## src/rtl/uart_sim_pkg.sv

```systemverilog
// uart_sim_pkg: shared UART sim types (FSM states, data width) and baud divisor helper
package uart_sim_pkg;
  typedef enum logic [1:0] {IDLE, START, DATA, STOP} uart_state_t;
  localparam int UART_DATA_BITS = 8;
  function automatic int baud_val(input int clock_freq, input int baud_rate);
    return clock_freq / baud_rate;
  endfunction
endpackage

```

## src/rtl/rr_arbiter.sv

```systemverilog
// rr_arbiter: combinational round-robin pick; ports req, pointer (highest priority index), enable, one-hot gnt
module rr_arbiter #(
  parameter int NUM_REQ = 4,
  localparam int PW = NUM_REQ > 1 ? $clog2(NUM_REQ) : 1
) (
  input  logic [NUM_REQ-1:0] req,
  input  logic [PW-1:0]      pointer,
  input  logic               enable,
  output logic [NUM_REQ-1:0] gnt
);
  logic found;
  always_comb begin
    gnt = '0;
    found = 1'b0;
    for (int j = 0; j < NUM_REQ; j++) begin
      if (enable && !found && req[j] && j >= int'(pointer)) begin
        gnt[j] = 1'b1;
        found = 1'b1;
      end
    end
    for (int j = 0; j < NUM_REQ; j++) begin
      if (enable && !found && req[j]) begin
        gnt[j] = 1'b1;
        found = 1'b1;
      end
    end
  end
endmodule

```

## src/rtl/uart_sim_tx_arbiter.sv

```systemverilog
// uart_sim_tx_arbiter: round-robin share of one 8N1 tx line; ports clk_i, rst_i, req_valid_i/req_data_i in, req_ready_o, grant_o, busy_o, txd_o out
module uart_sim_tx_arbiter
  import uart_sim_pkg::*;
#(
  parameter int BAUD_RATE  = 19200,
  parameter int CLOCK_FREQ = 100000000,
  parameter int NUM_REQ    = 4
) (
  input  logic                   clk_i,
  input  logic                   rst_i,
  input  logic [NUM_REQ-1:0]     req_valid_i,
  input  logic [8*NUM_REQ-1:0]   req_data_i,
  output logic [NUM_REQ-1:0]     req_ready_o,
  output logic [NUM_REQ-1:0]     grant_o,
  output logic                   busy_o,
  output logic                   txd_o
);
  localparam int BAUD_VAL = baud_val(CLOCK_FREQ, BAUD_RATE);
  localparam int BW = $clog2(BAUD_VAL);
  localparam int PW = NUM_REQ > 1 ? $clog2(NUM_REQ) : 1;
  uart_state_t state;
  logic [BW-1:0] baud_cnt;
  logic [2:0] bit_cnt;
  logic [7:0] shreg;
  logic [PW-1:0] ptr;
  logic [PW-1:0] win;
  logic [7:0] win_data;
  logic baud_done;
  rr_arbiter #(.NUM_REQ(NUM_REQ)) u_arb (
    .req(req_valid_i),
    .pointer(ptr),
    .enable(state == IDLE && !rst_i),
    .gnt(req_ready_o)
  );
  always_comb begin
    win = '0;
    win_data = '0;
    for (int i = 0; i < NUM_REQ; i++) begin
      if (req_ready_o[i]) begin
        win = PW'(i);
        win_data = req_data_i[8*i +: 8];
      end
    end
  end
  assign baud_done = baud_cnt == '0;
  always_ff @(posedge clk_i or posedge rst_i) begin
    if (rst_i) begin
      state <= IDLE;
      txd_o <= 1'b1;
      busy_o <= 1'b0;
      grant_o <= '0;
      ptr <= '0;
      baud_cnt <= '0;
      bit_cnt <= '0;
      shreg <= '0;
    end else begin
      case (state)
        IDLE: begin
          txd_o <= 1'b1;
          if (|req_ready_o) begin
            shreg <= win_data;
            grant_o <= req_ready_o;
            ptr <= (win == PW'(NUM_REQ - 1)) ? '0 : win + 1'b1;
            busy_o <= 1'b1;
            baud_cnt <= BW'(BAUD_VAL - 1);
            txd_o <= 1'b0;
            state <= START;
          end
        end
        START: begin
          baud_cnt <= baud_done ? BW'(BAUD_VAL - 1) : baud_cnt - 1'b1;
          if (baud_done) begin
            bit_cnt <= '0;
            txd_o <= shreg[0];
            state <= DATA;
          end
        end
        DATA: begin
          baud_cnt <= baud_done ? BW'(BAUD_VAL - 1) : baud_cnt - 1'b1;
          if (baud_done) begin
            shreg <= {1'b0, shreg[7:1]};
            bit_cnt <= bit_cnt + 3'd1;
            txd_o <= (bit_cnt == 3'(UART_DATA_BITS - 1)) ? 1'b1 : shreg[1];
            state <= (bit_cnt == 3'(UART_DATA_BITS - 1)) ? STOP : DATA;
          end
        end
        default: begin
          baud_cnt <= baud_done ? baud_cnt : baud_cnt - 1'b1;
          if (baud_done) begin
            grant_o <= '0;
            busy_o <= 1'b0;
            state <= IDLE;
          end
        end
      endcase
    end
  end
endmodule

```

## config.mk

```make
export PLATFORM = sky130hd
export DESIGN_NAME = uart_sim_tx_arbiter
export DESIGN_NICKNAME = d
export VERILOG_FILES = /design/src/rtl/uart_sim_pkg.sv /design/src/rtl/rr_arbiter.sv /design/src/rtl/uart_sim_tx_arbiter.sv
export SDC_FILE = /design/constraint.sdc
export NUM_CORES = 1
export LEC_CHECK = 0
export CAP_MARGIN = 30
export CORE_MARGIN = 4
export CORE_UTILIZATION = 46
export DETAILED_ROUTE_END_ITERATION = 16
export PLACE_DENSITY = 0.76
export SETUP_SLACK_MARGIN = 0.15
export SLEW_MARGIN = 5
export SYNTH_ARGS = -nofsm -noshare
export SYNTH_HDL_FRONTEND = slang
export SYNTH_SLANG_ARGS = --single-unit
```

## constraint.sdc

```tcl
create_clock -name clk_i -period 2.5 [get_ports clk_i]
set_clock_uncertainty 0.15 [all_clocks]
set_input_delay 0.5 -clock clk_i [delete_from_list [all_inputs] [get_ports clk_i]]
set_output_delay 0.5 -clock clk_i [all_outputs]
set_load 0.02 [all_outputs]
```

* Word-level counts from Yosys, hierarchy flattened *
Index checks and enable logic that the tools add are counted.
W data, S select, Z words.

word-level totals
  memories = 0
  latch bits = 0
  input port bits = 38
  bits in registers = 34
  ROM bits = 0
  logic and storage cells = 114
  RAM bits = 0
  output and inout port bits = 10

operators by class
  reduce and logical (&&, ||, !) cells = 42
  add/sub/neg operators = 3
  muxes and demuxes = 49
  shift operators = 0
  $mul = 0
  order comparisons = 3
  equality and inequality tests = 8
  bitwise gates (word level) = 1
  div/mod/pow operators = 0

operators with widths
  cell                     count
  $mux W8                  6
  $mux W13                 3
  $pmux W13 S2             1
  $mux W1                  22
  $logic_and A1 B1 Y1      19
  $pmux W8 S2              1
  $mux W2                  7
  $logic_not A13 Y1        1
  $sub A13 B1 Y13 const B  1
  $reduce_and A3 Y1        4
  $logic_not A1 Y1         8
  $mux W4                  2
  $pmux W4 S2              1
  $mux W3                  2
  $pmux W2 S3              1
  $pmux W3 S2              1
  $reduce_bool A2 Y1       3
  $eq A2 B2 Y1 const B     2
  $ge A1 B2 Y1 const A     2
  $ne A2 B2 Y1 const B     2
  $reduce_and A2 Y1        2
  $reduce_and A4 Y1        1
  $reduce_or A4 Y1         1
  $add A3 B1 Y3 const B    1
  12 further kinds         12

* Longest topological paths before layout *
Gate-level depths: netlist of the first run.

  depth after elaboration = 38
  gate-level depth with buffers = 11
  depth with buffers taken out = 9

* Hierarchy *
From an unflattened synthesis of the first run, not the netlist that was laid out.

second synthesis, totals
  cell total of the unflattened synthesis = 252
  area total of the unflattened synthesis = 2260.9 µm²

modules (own cells, without submodules)
  module               instances  seq. area each (µm²)  cells each  area an instance (µm²)
  uart_sim_tx_arbiter  1          852.1                 234         2148.3
  rr_arbiter           1          0.0                   18          112.6

* Worst setup path after synthesis of the first run *
Ideal clock, no wire load.

  path type = register to register
  start point = register state[0]
  end point = register shreg[3]
  setup time = 128 ps
  cell stages (with the launch flop) = 11
  data arrival time = 2096 ps
  data required time = 2222 ps
  path slack = 127 ps
  period minus slack after synthesis = 2373 ps
  path buffers = 2
  path through = dfrtp_1 -> inv_1 -> ha_1 -> buf_4 -> and2b_1 -> nand3_1 -> nor2_1 -> clkbuf_1 -> a221oi_1 -> a21oi_1 -> mux2_1

on the way
  elaborated cells between the ends (all ways) = 53
  those cells by class = eq/ne (3); mux (20); reduce/logical (30)

RTL lines
  what                              RTL line                   source
  start: declaration                uart_sim_tx_arbiter.sv:21  uart_state_t state;
  start signal: assignment          uart_sim_tx_arbiter.sv:84  state <= (bit_cnt == 3'(UART_DATA_BITS - 1)) ? STOP : DATA;
  $logic_not A2 Y1 *                uart_sim_tx_arbiter.sv:32  .enable(state == IDLE && !rst_i),
  $logic_and A1 B1 Y1 *             uart_sim_tx_arbiter.sv:32
  $logic_and A1 B1 Y1 (2 in a row)  rr_arbiter.sv:16           if (enable && !found && req[j] && j >= int'(pointer)) begin
  $mux W1                           rr_arbiter.sv:16
  $logic_not A1 Y1                  rr_arbiter.sv:16
  $logic_and A1 B1 Y1 (3 in a row)  rr_arbiter.sv:16
  $mux W1                           rr_arbiter.sv:16
  $logic_not A1 Y1                  rr_arbiter.sv:16
  [11 not listed]                   n/a
  $mux W1                           rr_arbiter.sv:22           if (enable && !found && req[j]) begin
  $logic_not A1 Y1                  rr_arbiter.sv:22
  $logic_and A1 B1 Y1 (2 in a row)  rr_arbiter.sv:22
  $mux W1 *                         rr_arbiter.sv:22
  via req_ready_o[1]                uart_sim_tx_arbiter.sv:13  output logic [NUM_REQ-1:0] req_ready_o,
  $mux W8 (3 in a row)              uart_sim_tx_arbiter.sv:39  if (req_ready_o[i]) begin
  $mux W8                           uart_sim_tx_arbiter.sv:60  if (|req_ready_o) begin
  $pmux W8 S2                       uart_sim_tx_arbiter.sv:57  case (state)
  end signal: assignment            uart_sim_tx_arbiter.sv:61  shreg <= win_data;
  end signal: assignment            uart_sim_tx_arbiter.sv:81  shreg <= {1'b0, shreg[7:1]};
  end: declaration                  uart_sim_tx_arbiter.sv:24  logic [7:0] shreg;

Mark *: on every way through the listed nets, which the timed path passes. The rest lies on a longest branch. The select of a mux whose other input is x is not followed.
A chain may end at the register's enable or synchronous reset.

* Final worst setup path of the first run *
  start point = register state[0]
  end point = register shreg[3]

on the way
  cells in the longest elaborated chain, start to end = 38
  elaborated cells between the ends (all ways) = 53
  those cells by class = eq/ne (3); mux (20); reduce/logical (30)

ends and longest elaborated chain
  what                                                        RTL line
  $logic_not A2 Y1                                            uart_sim_tx_arbiter.sv:32, uart_sim_tx_arbiter.sv:57
  $logic_and A1 B1 Y1                                         uart_sim_tx_arbiter.sv:32
  $logic_and A1 B1 Y1 (2 in a row)                            rr_arbiter.sv:16
  $mux W1                                                     rr_arbiter.sv:16
  $logic_not A1 Y1                                            rr_arbiter.sv:16
  $logic_and A1 B1 Y1 (3 in a row)                            rr_arbiter.sv:16
  $mux W1                                                     rr_arbiter.sv:16
  $logic_not A1 Y1                                            rr_arbiter.sv:16
  [17 not listed]                                             n/a
  $logic_and A1 B1 Y1 (2 in a row)                            rr_arbiter.sv:22
  $mux W1                                                     rr_arbiter.sv:22
  $logic_not A1 Y1                                            rr_arbiter.sv:22
  $logic_and A1 B1 Y1 (2 in a row)                            rr_arbiter.sv:22
  $mux W1                                                     rr_arbiter.sv:22
  $reduce_or A4 Y1 or $mux W8 (tied branches)                 uart_sim_tx_arbiter.sv:60, uart_sim_tx_arbiter.sv:39
  $ne A2 B1 Y1 (no line) or $mux W8 (tied branches)           n/a
  $reduce_and A3 Y1 (no line) or $pmux W8 S2 (tied branches)  n/a

Parallel ways exist; a longest one is shown, timed or not. The select of a mux whose other input is x is not followed.

==> metrics.csv, run 1 <==
stage,metric,value,unit
final_layout,diodes,0,
power_and_ir_drop,leakage_power_figure,1.53,nW
synth,synthesis.nets,298,
clock_tree,ctsLongestPathBuffers,2,
route,drt_wl_total,6590,um
synth,ys_seq_area_frac,0.372,
global_route,grt_start_max_net_pins,35,
global_route,grt-ovfl-total,0,
floorplan,design.core.area,4790,um^2
clock_tree,clock_sink_count,34,
final_layout,layout.cells.non_filler,416,
global_route,grt_antenna_before_repair,0,
critical_path,worstSetupPathType,register to register,
route,drtAntennaViolNets,0,
critical_path,crit_path_top_delay_cell,dfrtp_1,
critical_path,cp.arrival,2350,ps
floorplan,die_w,78.6,um
route,drt_drc_violations_left,0,
sta,finalHoldViolations,0,
route,detail_route.vias_per_cell,5.65,
route,drt_iter0_drc,135,
sta,maxClockFrequency,430,MHz
synth,synth-edff-count,0,
synth,synthDistinctLibCells,55,
synth,postSynthAreaPerCell,9.06,um^2
final_layout,multi_input_comb_area,1420,um^2
synth,synth.area.top_cells,"dfrtp_1, o21ai_0, a21oi_1",
sta,worstMarginPinSlew,515,ps
clock_tree,tritoncts.num_buffers,5,
final_layout,num-nets-final,393,
final_layout,drive_above_1_share,0.312,
synth,yosysTopAreaCell,dfrtp_1,
placement,gpl.final_weighted_congestion,0.852,
sta,final.period_utilization,0.930,
floorplan,row_count,25,
power_and_ir_drop,power.density,337,nW/um^2
power_and_ir_drop,peakVddDrop,0.248,mV
synth,ys_seq_elements,34,
critical_path,setup.worst_path.end_class,register,
synth,synth.yosys.warnings,0,
final_layout,finish.instance_area,3370,um^2
synth,synth_top_area_share,0.360,
route,detail_route.wl_per_cell,15.8,um
floorplan,initial_core_util,0.479,
placement,detailedPlacementHpwl,4770,um
final_layout,area_growth,46.9,%
floorplan,floorplan.die.height,78.6,um
placement,place.detailed.instances,392,
clock_tree,h-tree-depth,2,
final_layout,layout_commonest_cell,buf_4,
placement,portBuffers,47,
sta,final.min_clock_period,2320,ps
critical_path,timing.critical_path.from_type,register,
global_route,vias_in_the_first_global_route,2249,
synth,syn_area,2290,um^2
min_path,holdCritPathClass,input pin to asynchronous set/reset pin,
placement,placed_cell_area,3070,um^2
synth,synthFlopType,dfrtp_1,
sta,setup_viol,0,
critical_path,critical-path-max-stage-delay,360,ps
sta,drv_slew,0,
critical_path,crit_path_cell_trace,"inv_2, ha_4, and2b_2, o211a_1, buf_4, a211o_1, nor2_4, a21oi_4, buf_6, mux2_4",
sta,slew_headroom,0.655,
critical_path,critPathMaxFanout,4,
run_status,run_status,"complete, no violations",
synth,postSynth.asyncResetShare,1.00,
final_layout,final_cell_mix,"buf_4, clkdlybuf4s50_1, dfrtp_1",
route,vias,2350,
floorplan,design.die.area,6170,um^2
sta,grt_setup_unrepaired,yes,
critical_path,critical_path_required,2520,ps
final_layout,regArea,856,um^2
route,number_of_iterations_in_the_first_detailed_routing_pass,5,
clock_tree,cts.root.buffer_cell,clkbuf_8,
global_route,first_pass_grt_wire_length,10600,um
synth,post_synth_inst_count,253,
clock_tree,path_clk_slew,80,ps
final_layout,fill_cells,371,
floorplan,boundaryPins,48,
clock_tree,tritoncts,done,
global_route,all_layer_global_routing_usage,0.215,
job,max_cap_violations,0,
clock_tree,worst_skew_pair.late_latency,290,ps
==> per-layer routing <==
layer	part of all wire	up-vias	track usage	routed length (um)
met4	0.015	0	0.0647	101
met3	0.050	11	0.0424	331
met2	0.50	72	0.362	3270
met5	0	-	0	0
met1	0.44	1146	0.276	2890
li1	-	1121	-	-
==> synthesized netlist by cell type (4+ instances only) <==
cell type / instances
nand2_1: 17
inv_1: 11
dfrtp_1: 33
a221oi_1: 7
nor2_1: 26
ha_1: 7
o21ai_0: 28
o31ai_1: 10
clkbuf_1: 6
a21oi_1: 22
nand2b_1: 10
buf_2: 4
mux2_2: 6
nand3_1: 4
==> logic make-up after synthesis <==
group,share of synthesized area
buffers and inverters,0.0448
AOI/OAI and AO/OA,0.301
muxes,0.0481
and+or+nand+nor,0.196
adders and majority gates,0.0382
DFF,0.372
==> layout make-up <==
class	count	share of cell area
repair buffers	100	0.254
multi-input cells	195	0.422
clock buffers	7	0.0227
inverters	12	0.0134
flip-flops and latches	34	0.254
clock inverters	1	0.00892
well taps	67	0.0249
==> registers in the layout, indices dropped and copies added (netlist names) <==
name / flops
baud_cnt: 13
bit_cnt: 3
busy_o: 1
grant_o: 4
ptr: 2
shreg: 8
state: 2
txd_o: 1
==> final timing paths <==
path                               start    endpoint  slack, ps  cells past startpoint
worst max-delay path            state[0]    shreg[3]        180                     10
worst min-delay path               rst_i  grant_o[0]        290                      3
worst max register to register  state[0]    shreg[3]        180                     10
worst min register to register  shreg[6]    shreg[6]        330                      1
max in group asynchronous          rst_i       txd_o       1550                      3
min in group clk_i              shreg[6]    shreg[6]        330                      1
==> through the flow <==
stage | setup TNS [ps] | setup WS, ps | utilization | hold WS, ps | total power, W
6_report | 0 | 176 | 0.703 | 293 | 0.00114
4_1_cts | 0 | 158 | 0.675 | 312 | 0.00114
3_5_place_dp | -8590 | -375 | 0.641 | 320 | 0.000651
5_1_grt | 0 | 97.8 | 0.703 | 333 | 0.00117
3_3_place_gp | -7330 | -336 | 0.641 | 307 | 0.000649
2_1_floorplan | 0 | 161 | - | 293 | 0.000577
==> report_power, final <==
group	switching, W	leakage [nW]	internal [W]	total, W
combinational	0.0000303	1.07	0.0000584	0.0000887
sequential	0	0.406	0.000550	0.000550
clock	0.000199	0.0524	0.000298	0.000497
total	0.000229	1.53	0.000907	0.00114
==> critical path: cells and delay by family, from the launching register on <==
kind | cells | cell delay, ps
buffers and inverters | 3 | 320
and+or+nand+nor | 2 | 360
muxes | 1 | 300
adders and majority gates | 1 | 160
DFF | 1 | 360
AOI/OAI and AO/OA | 3 | 550
==> what timing repair did <==
item,4_1_cts,5_1_grt
cloned,0,1
pin swaps,3,8
resized for setup,33,20
setup buffers,5,10
setup endpoints to repair,29,27
endpoints found under the hold margin,0,0
hold buffers,0,0
Note: power is estimated with default switching activity, not from simulation.
==> run 2, diff against run 1 <==
--- a/config.mk
+++ b/config.mk
@@ -5,8 +5,9 @@
 export SDC_FILE = /design/constraint.sdc
 export NUM_CORES = 1
 export LEC_CHECK = 0
+export ABC_CLOCK_PERIOD_IN_PS = 2500
 export CAP_MARGIN = 30
-export CORE_MARGIN = 4
+export CORE_MARGIN = 2
 export CORE_UTILIZATION = 46
 export DETAILED_ROUTE_END_ITERATION = 16
 export PLACE_DENSITY = 0.76
==> metrics.csv, run 2 (synthesized netlist as in run 1, its figures left out) <==
stage,metric,value,unit
run_status,run_status,"complete, no violations",
sta,drv_slew,0,
critical_path,critical_path_required,2520,ps
sta,post-route-worst-setup-slack,191,ps
critical_path,crit_path_cell_trace,"inv_2, ha_4, and2b_2, buf_6, nand2_4, buf_6, o22ai_4, buf_4, nor3_4, o22ai_2, mux2_2",
power_and_ir_drop,leakage_power_figure,1.55,nW
power_and_ir_drop,intPower,0.000833,W
sta,slew_headroom,0.564,
min_path,holdCritPathClass,input pin to asynchronous set/reset pin,
global_route,first_pass_grt_wire_length,10500,um
final_layout,layout.cells.non_filler,414,
sta,maxClockFrequency,433,MHz
power_and_ir_drop,power_frac_clock,0.398,
critical_path,reg2reg_slack,190,ps
sta,grt_setup_unrepaired,yes,
global_route,grt-ovfl-total,0,
floorplan,row_count,25,
critical_path,critPathMaxFanout,4,
placement,portBuffers,47,
clock_tree,cts.root.buffer_cell,clkbuf_8,
critical_path,crit_path_top_delay_cell,dfrtp_1,
final_layout,finish.instance_area,3400,um^2
route,drt_drc_violations_left,0,
placement,dp_worst_setup_slack,-382,ps
placement,place.detailed.instances,398,
clock_tree,tritoncts,done,
clock_tree,clock_sink_count,34,
placement,gpl.final_weighted_congestion,0.878,
final_layout,layout_commonest_cell,buf_4,
clock_tree,tritoncts.num_buffers,5,
sta,final.period_utilization,0.924,
clock_tree,ctsLongestPathBuffers,2,
clock_tree,path_clk_slew,70,ps
final_layout,largest_reg_flops,13,
floorplan,initial_core_util,0.482,
clock_tree,h-tree-depth,2,
global_route,grt_antenna_before_repair,0,
power_and_ir_drop,power_frac_seq,0.515,
global_route,all_layer_global_routing_usage,0.253,
power_and_ir_drop,p_switching,0.000234,W
global_route,grt_start_max_net_pins,21,
sta,final.min_clock_period,2310,ps
final_layout,area_growth,48.6,%
placement,placed_cell_area,3120,um^2
power_and_ir_drop,peakVddDrop,0.404,mV
power_and_ir_drop,power.density,314,nW/um^2
final_layout,final_core_utilization,0.716,
route,vias,2287,
route,detail_route.wl_per_cell,16.4,um
floorplan,boundaryPins,48,
job,max_cap_violations,0,
critical_path,setup.worst_path.end_class,register,
critical_path,cp.arrival,2330,ps
sta,timing.hold.ws,300,ps
final_layout,final_cell_mix,"buf_4, clkdlybuf4s50_1, dfrtp_1",
critical_path,critical-path-top-cell-by-count,buf_6,
final_layout,fill_cells,367,
final_layout,diodes,0,
power_and_ir_drop,combPwrFrac,0.087,
route,number_of_iterations_in_the_first_detailed_routing_pass,4,
power_and_ir_drop,power.switching_fraction,0.220,
global_route,vias_in_the_first_global_route,2206,
critical_path,worstSetupPathType,register to register,
route,drt_wl_total,6780,um
clock_tree,worst_skew_pair.late_latency,290,ps
floorplan,design.core.area,4750,um^2
sta,finalHoldViolations,0,
final_layout,max_flop_register,baud_cnt,
floorplan,floorplan.die.height,74.6,um
floorplan,design.die.area,5560,um^2
route,drtAntennaViolNets,0,
sta,worstMarginPinSlew,654,ps
final_layout,multi_input_comb_area,1450,um^2
route,detail_route.vias_per_cell,5.52,
final_layout,reg.largest.list,"baud_cnt x13, shreg x8, grant_o x4",
final_layout,drive_above_1_share,0.311,
critical_path,critical-path-max-stage-delay,390,ps
sta,setup_viol,0,
placement,detailedPlacementHpwl,4850,um
final_layout,regArea,855,um^2
route,drt_iter0_drc,92,
floorplan,die_w,74.6,um
final_layout,num-nets-final,391,
critical_path,timing.critical_path.from_type,register,
[run 2: cell types whose count changed in the layout (fill, tap and decap cells not counted), sizes merged]
cell	delta
buf	-3
dlygate4sd2	+2
bufinv	-1
clkdlybuf4s15	-1
clkinv	+1
[run 2: path summary, 6_finish.rpt]
check                      cells after the start  startpoint          to
max                                           11    state[0]    state[0]
min                                            2       rst_i  grant_o[2]
max reg2reg                                   11    state[0]    state[0]
min reg2reg                                    1    shreg[6]    shreg[6]
max in group asynchronous                      3       rst_i  bit_cnt[2]
min in group clk_i                             1    shreg[6]    shreg[6]
[run 2: layout make-up]
class	instances	share of cell area
Timing Repair Buffer	98	0.258
Clock buffer	7	0.0254
Clock inverter	1	0.00147
Sequential cell	34	0.251
Tap cell	67	0.0246
Multi-Input combinational cell	195	0.426
Inverter	12	0.0132
[run 2: layer usage]
metal / routed length [um] / GRT usage / vias to the layer above
met5: 0 / 0 / -
met4: 77 / 0.0813 / 0
met3: 333 / 0.0447 / 6
met2: 3330 / 0.409 / 65
met1: 3040 / 0.348 / 1095
li1: - / - / 1121
[run 2: power groups by stage]
stage | Sequential [W] | Combinational (W) | Clock [W]
5_1_grt | 0.000549 | 0.0000994 | 0.000459
2_1_floorplan | 0.000560 | 0.0000168 | 0
3_5_place_dp | 0.000560 | 0.0000938 | 0
3_3_place_gp | 0.000560 | 0.0000932 | 0
6_report | 0.000550 | 0.0000926 | 0.000425
4_1_cts | 0.000550 | 0.0000925 | 0.000433
[run 2: worst max-delay path, delay by kind of cell (launching register included)]
| kind | cells | cell delay (ps) |
|---|---|---|
| buffers and inverters | 4 | 500 |
| and+or+nand+nor | 3 | 280 |
| muxes | 1 | 360 |
| adders and majority gates | 1 | 140 |
| DFF | 1 | 390 |
| AOI/OAI and AO/OA | 2 | 360 |
[run 2: metrics by stage]
stage	TNS (ps)	power [W]
floorplan	0	0.000577
global placement	-7730	0.000654
detailed placement	-8860	0.000654
CTS	0	0.00108
global route	0	0.00111
finish	0	0.00107
[run 2: timing repair]
action | in CTS | in global routing
setup endpoints to repair | 33 | 26
hold buffers | 0 | 0
buffers inserted | 3 | 5
pin swaps | 8 | 12
gates resized for setup | 36 | 22
==> run 3, diff against run 2 <==
--- a/config.mk
+++ b/config.mk
@@ -5,14 +5,16 @@
 export SDC_FILE = /design/constraint.sdc
 export NUM_CORES = 1
 export LEC_CHECK = 0
+export ABC_AREA = 1
 export ABC_CLOCK_PERIOD_IN_PS = 2500
 export CAP_MARGIN = 30
 export CORE_MARGIN = 2
-export CORE_UTILIZATION = 46
+export CORE_UTILIZATION = 47
 export DETAILED_ROUTE_END_ITERATION = 16
-export PLACE_DENSITY = 0.76
+export PLACE_DENSITY = 0.77
 export SETUP_SLACK_MARGIN = 0.15
 export SLEW_MARGIN = 5
 export SYNTH_ARGS = -nofsm -noshare
 export SYNTH_HDL_FRONTEND = slang
+export SYNTH_HIERARCHICAL = 1
 export SYNTH_SLANG_ARGS = --single-unit
==> metrics.csv, run 3 <==
stage,metric,value,unit
run_status,run_status,"complete, no violations",
clock_tree,tritoncts.num_buffers,5,
job,max_cap_violations,0,
synth,synthFlopType,dfrtp_1,
global_route,vias_in_the_first_global_route,2596,
clock_tree,clock_sink_count,34,
synth,postSynth.asyncResetShare,1.00,
sta,finalHoldViolations,0,
floorplan,boundaryPins,48,
synth,synth-edff-count,0,
floorplan,design.die.area,5800,um^2
synth,ys_seq_area_frac,0.348,
power_and_ir_drop,peakVddDrop,0.509,mV
synth,ys_seq_elements,34,
floorplan,row_count,26,
synth,syn_area,2450,um^2
synth,synth_area_in_compound_gates,0.130,
synth,yosysTopAreaCell,dfrtp_1,
critical_path,critical_register_to_register_path_endpoint,shreg[5],
route,number_of_iterations_in_the_first_detailed_routing_pass,4,
route,vias,2599,
critical_path,worstReg2RegStart,state[0],
route,detail_route.vias_per_cell,5.18,
power_and_ir_drop,power.density,1180,nW/um^2
synth,post_synth_most_frequent_cells,"nand2_1, inv_1, nor2_1",
route,detail_route.wl_per_cell,13.4,um
critical_path,worstSetupPathType,register to primary output,
sta,final.period_utilization,0.994,
min_path,holdCritStartpoint,shreg[6],
critical_path,reg2reg_depth,21,
synth,synthesis.nets,395,
floorplan,initial_core_util,0.482,
final_layout,max_flop_register,baud_cnt,
final_layout,layout_commonest_cell,nand2_1,
sta,slew_headroom,0.701,
critical_path,timing.critical_path.from_type,register,
placement,detailedPlacementHpwl,4890,um
placement,gpl.final_weighted_congestion,0.919,
sta,maxClockFrequency,402,MHz
final_layout,diodes,0,
power_and_ir_drop,leakage_power_figure,1.72,nW
critical_path,reg2reg_slack,30,ps
floorplan,floorplan.die.height,76.1,um
critical_path,setup.worst_path.end_class,primary output,
min_path,timing.hold.worst_endpoint,shreg[6],
global_route,grt-ovfl-total,0,
placement,portBuffers,47,
route,drtAntennaViolNets,0,
synth,synth.area.top_cells,"dfrtp_1, nand2_1, nand3_1",
final_layout,reg.largest.list,"baud_cnt x13, shreg x8, grant_o x4",
synth,post_synth_fa_ha_maj_area_fraction,0.0409,
synth,synth_top_area_share,0.338,
synth,synth.most_common_cell,nand2_1,
clock_tree,ctsLongestPathBuffers,2,
final_layout,num-nets-final,477,
synth,xor_and_xnor_fraction_of_the_mapped_netlist_area,0.0143,
final_layout,area_growth,44.7,%
floorplan,die_w,76.1,um
clock_tree,tritoncts,done,
final_layout,largest_reg_flops,13,
sta,final.min_clock_period,2490,ps
critical_path,critical_path_required,1850,ps
global_route,grt_start_max_net_pins,35,
final_layout,final_core_utilization,0.697,
route,drt_drc_violations_left,0,
global_route,first_pass_grt_wire_length,11500,um
min_path,holdCritPathClass,register to register,
synth,multiplexer_share_of_the_synthesized_area,0.00409,
floorplan,design.core.area,5070,um^2
global_route,grt_antenna_before_repair,0,
clock_tree,worst_skew_pair.late_latency,290,ps
sta,grt_setup_unrepaired,yes,
synth,synth_top_family_by_area,simple AND/OR/NAND/NOR gates,
final_layout,final_cell_mix,"nand2_1, clkdlybuf4s50_1, dfrtp_1",
sta,worstMarginPinSlew,449,ps
synth,postSynthAreaPerCell,7.01,um^2
sta,timing.hold.ws,331,ps
synth,synthDistinctLibCells,36,
global_route,all_layer_global_routing_usage,0.241,
route,drt_wl_total,6740,um
sta,setup_viol,0,
clock_tree,cts.root.buffer_cell,clkbuf_8,
critical_path,cp.arrival,1840,ps
min_path,worst_hold_path.num_cells,2,
synth,post_synth_inst_count,349,
synth,synth.yosys.warnings,6,
clock_tree,h-tree-depth,2,
synth,synth_simple_gate_area_frac,0.379,
critical_path,critPathMaxFanout,3,
route,drt_iter0_drc,158,
final_layout,drive_above_1_share,0.266,
sta,drv_slew,0,
clock_tree,path_clk_slew,80,ps
run 3: layout make-up:
| type | count | area, um^2 |
|---|---|---|
| fill | 410 | 1540 |
| inverter | 39 | 154 |
| multi-input combinational | 268 | 1560 |
| sequential | 34 | 852 |
| clock buffer | 7 | 86.3 |
| tap | 70 | 87.6 |
| clock inverter | 1 | 30.0 |
| timing repair buffer | 83 | 771 |
run 3: report_power, final:
| part | total, W | internal (W) | leakage, nW | switching [W] |
|---|---|---|---|---|
| Clock | 0.000528 | 0.000325 | 0.0585 | 0.000203 |
| Combinational | 0.00269 | 0.00110 | 1.23 | 0.00159 |
| Sequential | 0.000959 | 0.000776 | 0.432 | 0.000182 |
run 3: cells by family after synthesis:
group,Yosys count
buffers and inverters,47
AO/OA/AOI/OAI,52
multiplexers,1
adder cells (fa/ha/maj),8
XOR/XNOR,4
flip-flops,34
AND/OR/NAND/NOR,203
run 3: worst max-delay path by stage:
stage                     end  slack [ps]  depth (start not counted)     start
2_1_floorplan        shreg[1]         -80                         21  state[1]
6_report       req_ready_o[2]          10                         12  state[0]
3_3_place_gp   req_ready_o[2]        -330                         10     rst_i
4_1_cts              shreg[5]          60                         21  state[0]
3_5_place_dp         shreg[2]        -390                         19     rst_i
5_1_grt              shreg[0]        -110                         20  state[0]
run 3: per-stage QoR:
| step | power, W | std cells | cell area [um^2] | TNS, ps | worst slack (ps) |
|---|---|---|---|---|---|
| after floorplan | 0.00268 | 349 | 2530 | -616 | -79.7 |
| after global placement | 0.00333 | 485 | 3230 | -8390 | -335 |
| after detailed placement | 0.00338 | 485 | 3230 | -10430 | -389 |
| after CTS | 0.00404 | 498 | 3430 | 0 | 62.8 |
| after global routing | 0.00455 | 502 | 3540 | -1170 | -106 |
| final | 0.00417 | 502 | 3540 | 0 | 14.0 |
run 3: critical path, stage by stage (launching register included):
cell     delay (ps)
dfrtp_1         390
inv_2            80
ha_4            150
inv_4            40
nor2_4           90
inv_2            70
a21oi_4         130
nand2_4          80
nor2_4          120
nand3_2         100
nand2_4          80
buf_4           110
buf_6           100
run 3: repair_timing:
item                       4_1_cts  5_1_grt
gates resized for setup         41       25
cloned                           0        0
pin swaps                       18       17
hold buffers                     0        0
buffers inserted                 5        4
setup endpoints to repair       34       35
run 3: metal layers:
layer | global-route usage | up-vias | part of all wire
li1 | - | 1296 | -
met2 | 0.435 | 86 | 0.50
met3 | 0.0498 | 8 | 0.058
met4 | 0.0582 | 0 | 0.0095
met1 | 0.296 | 1209 | 0.43
met5 | 0 | - | 0
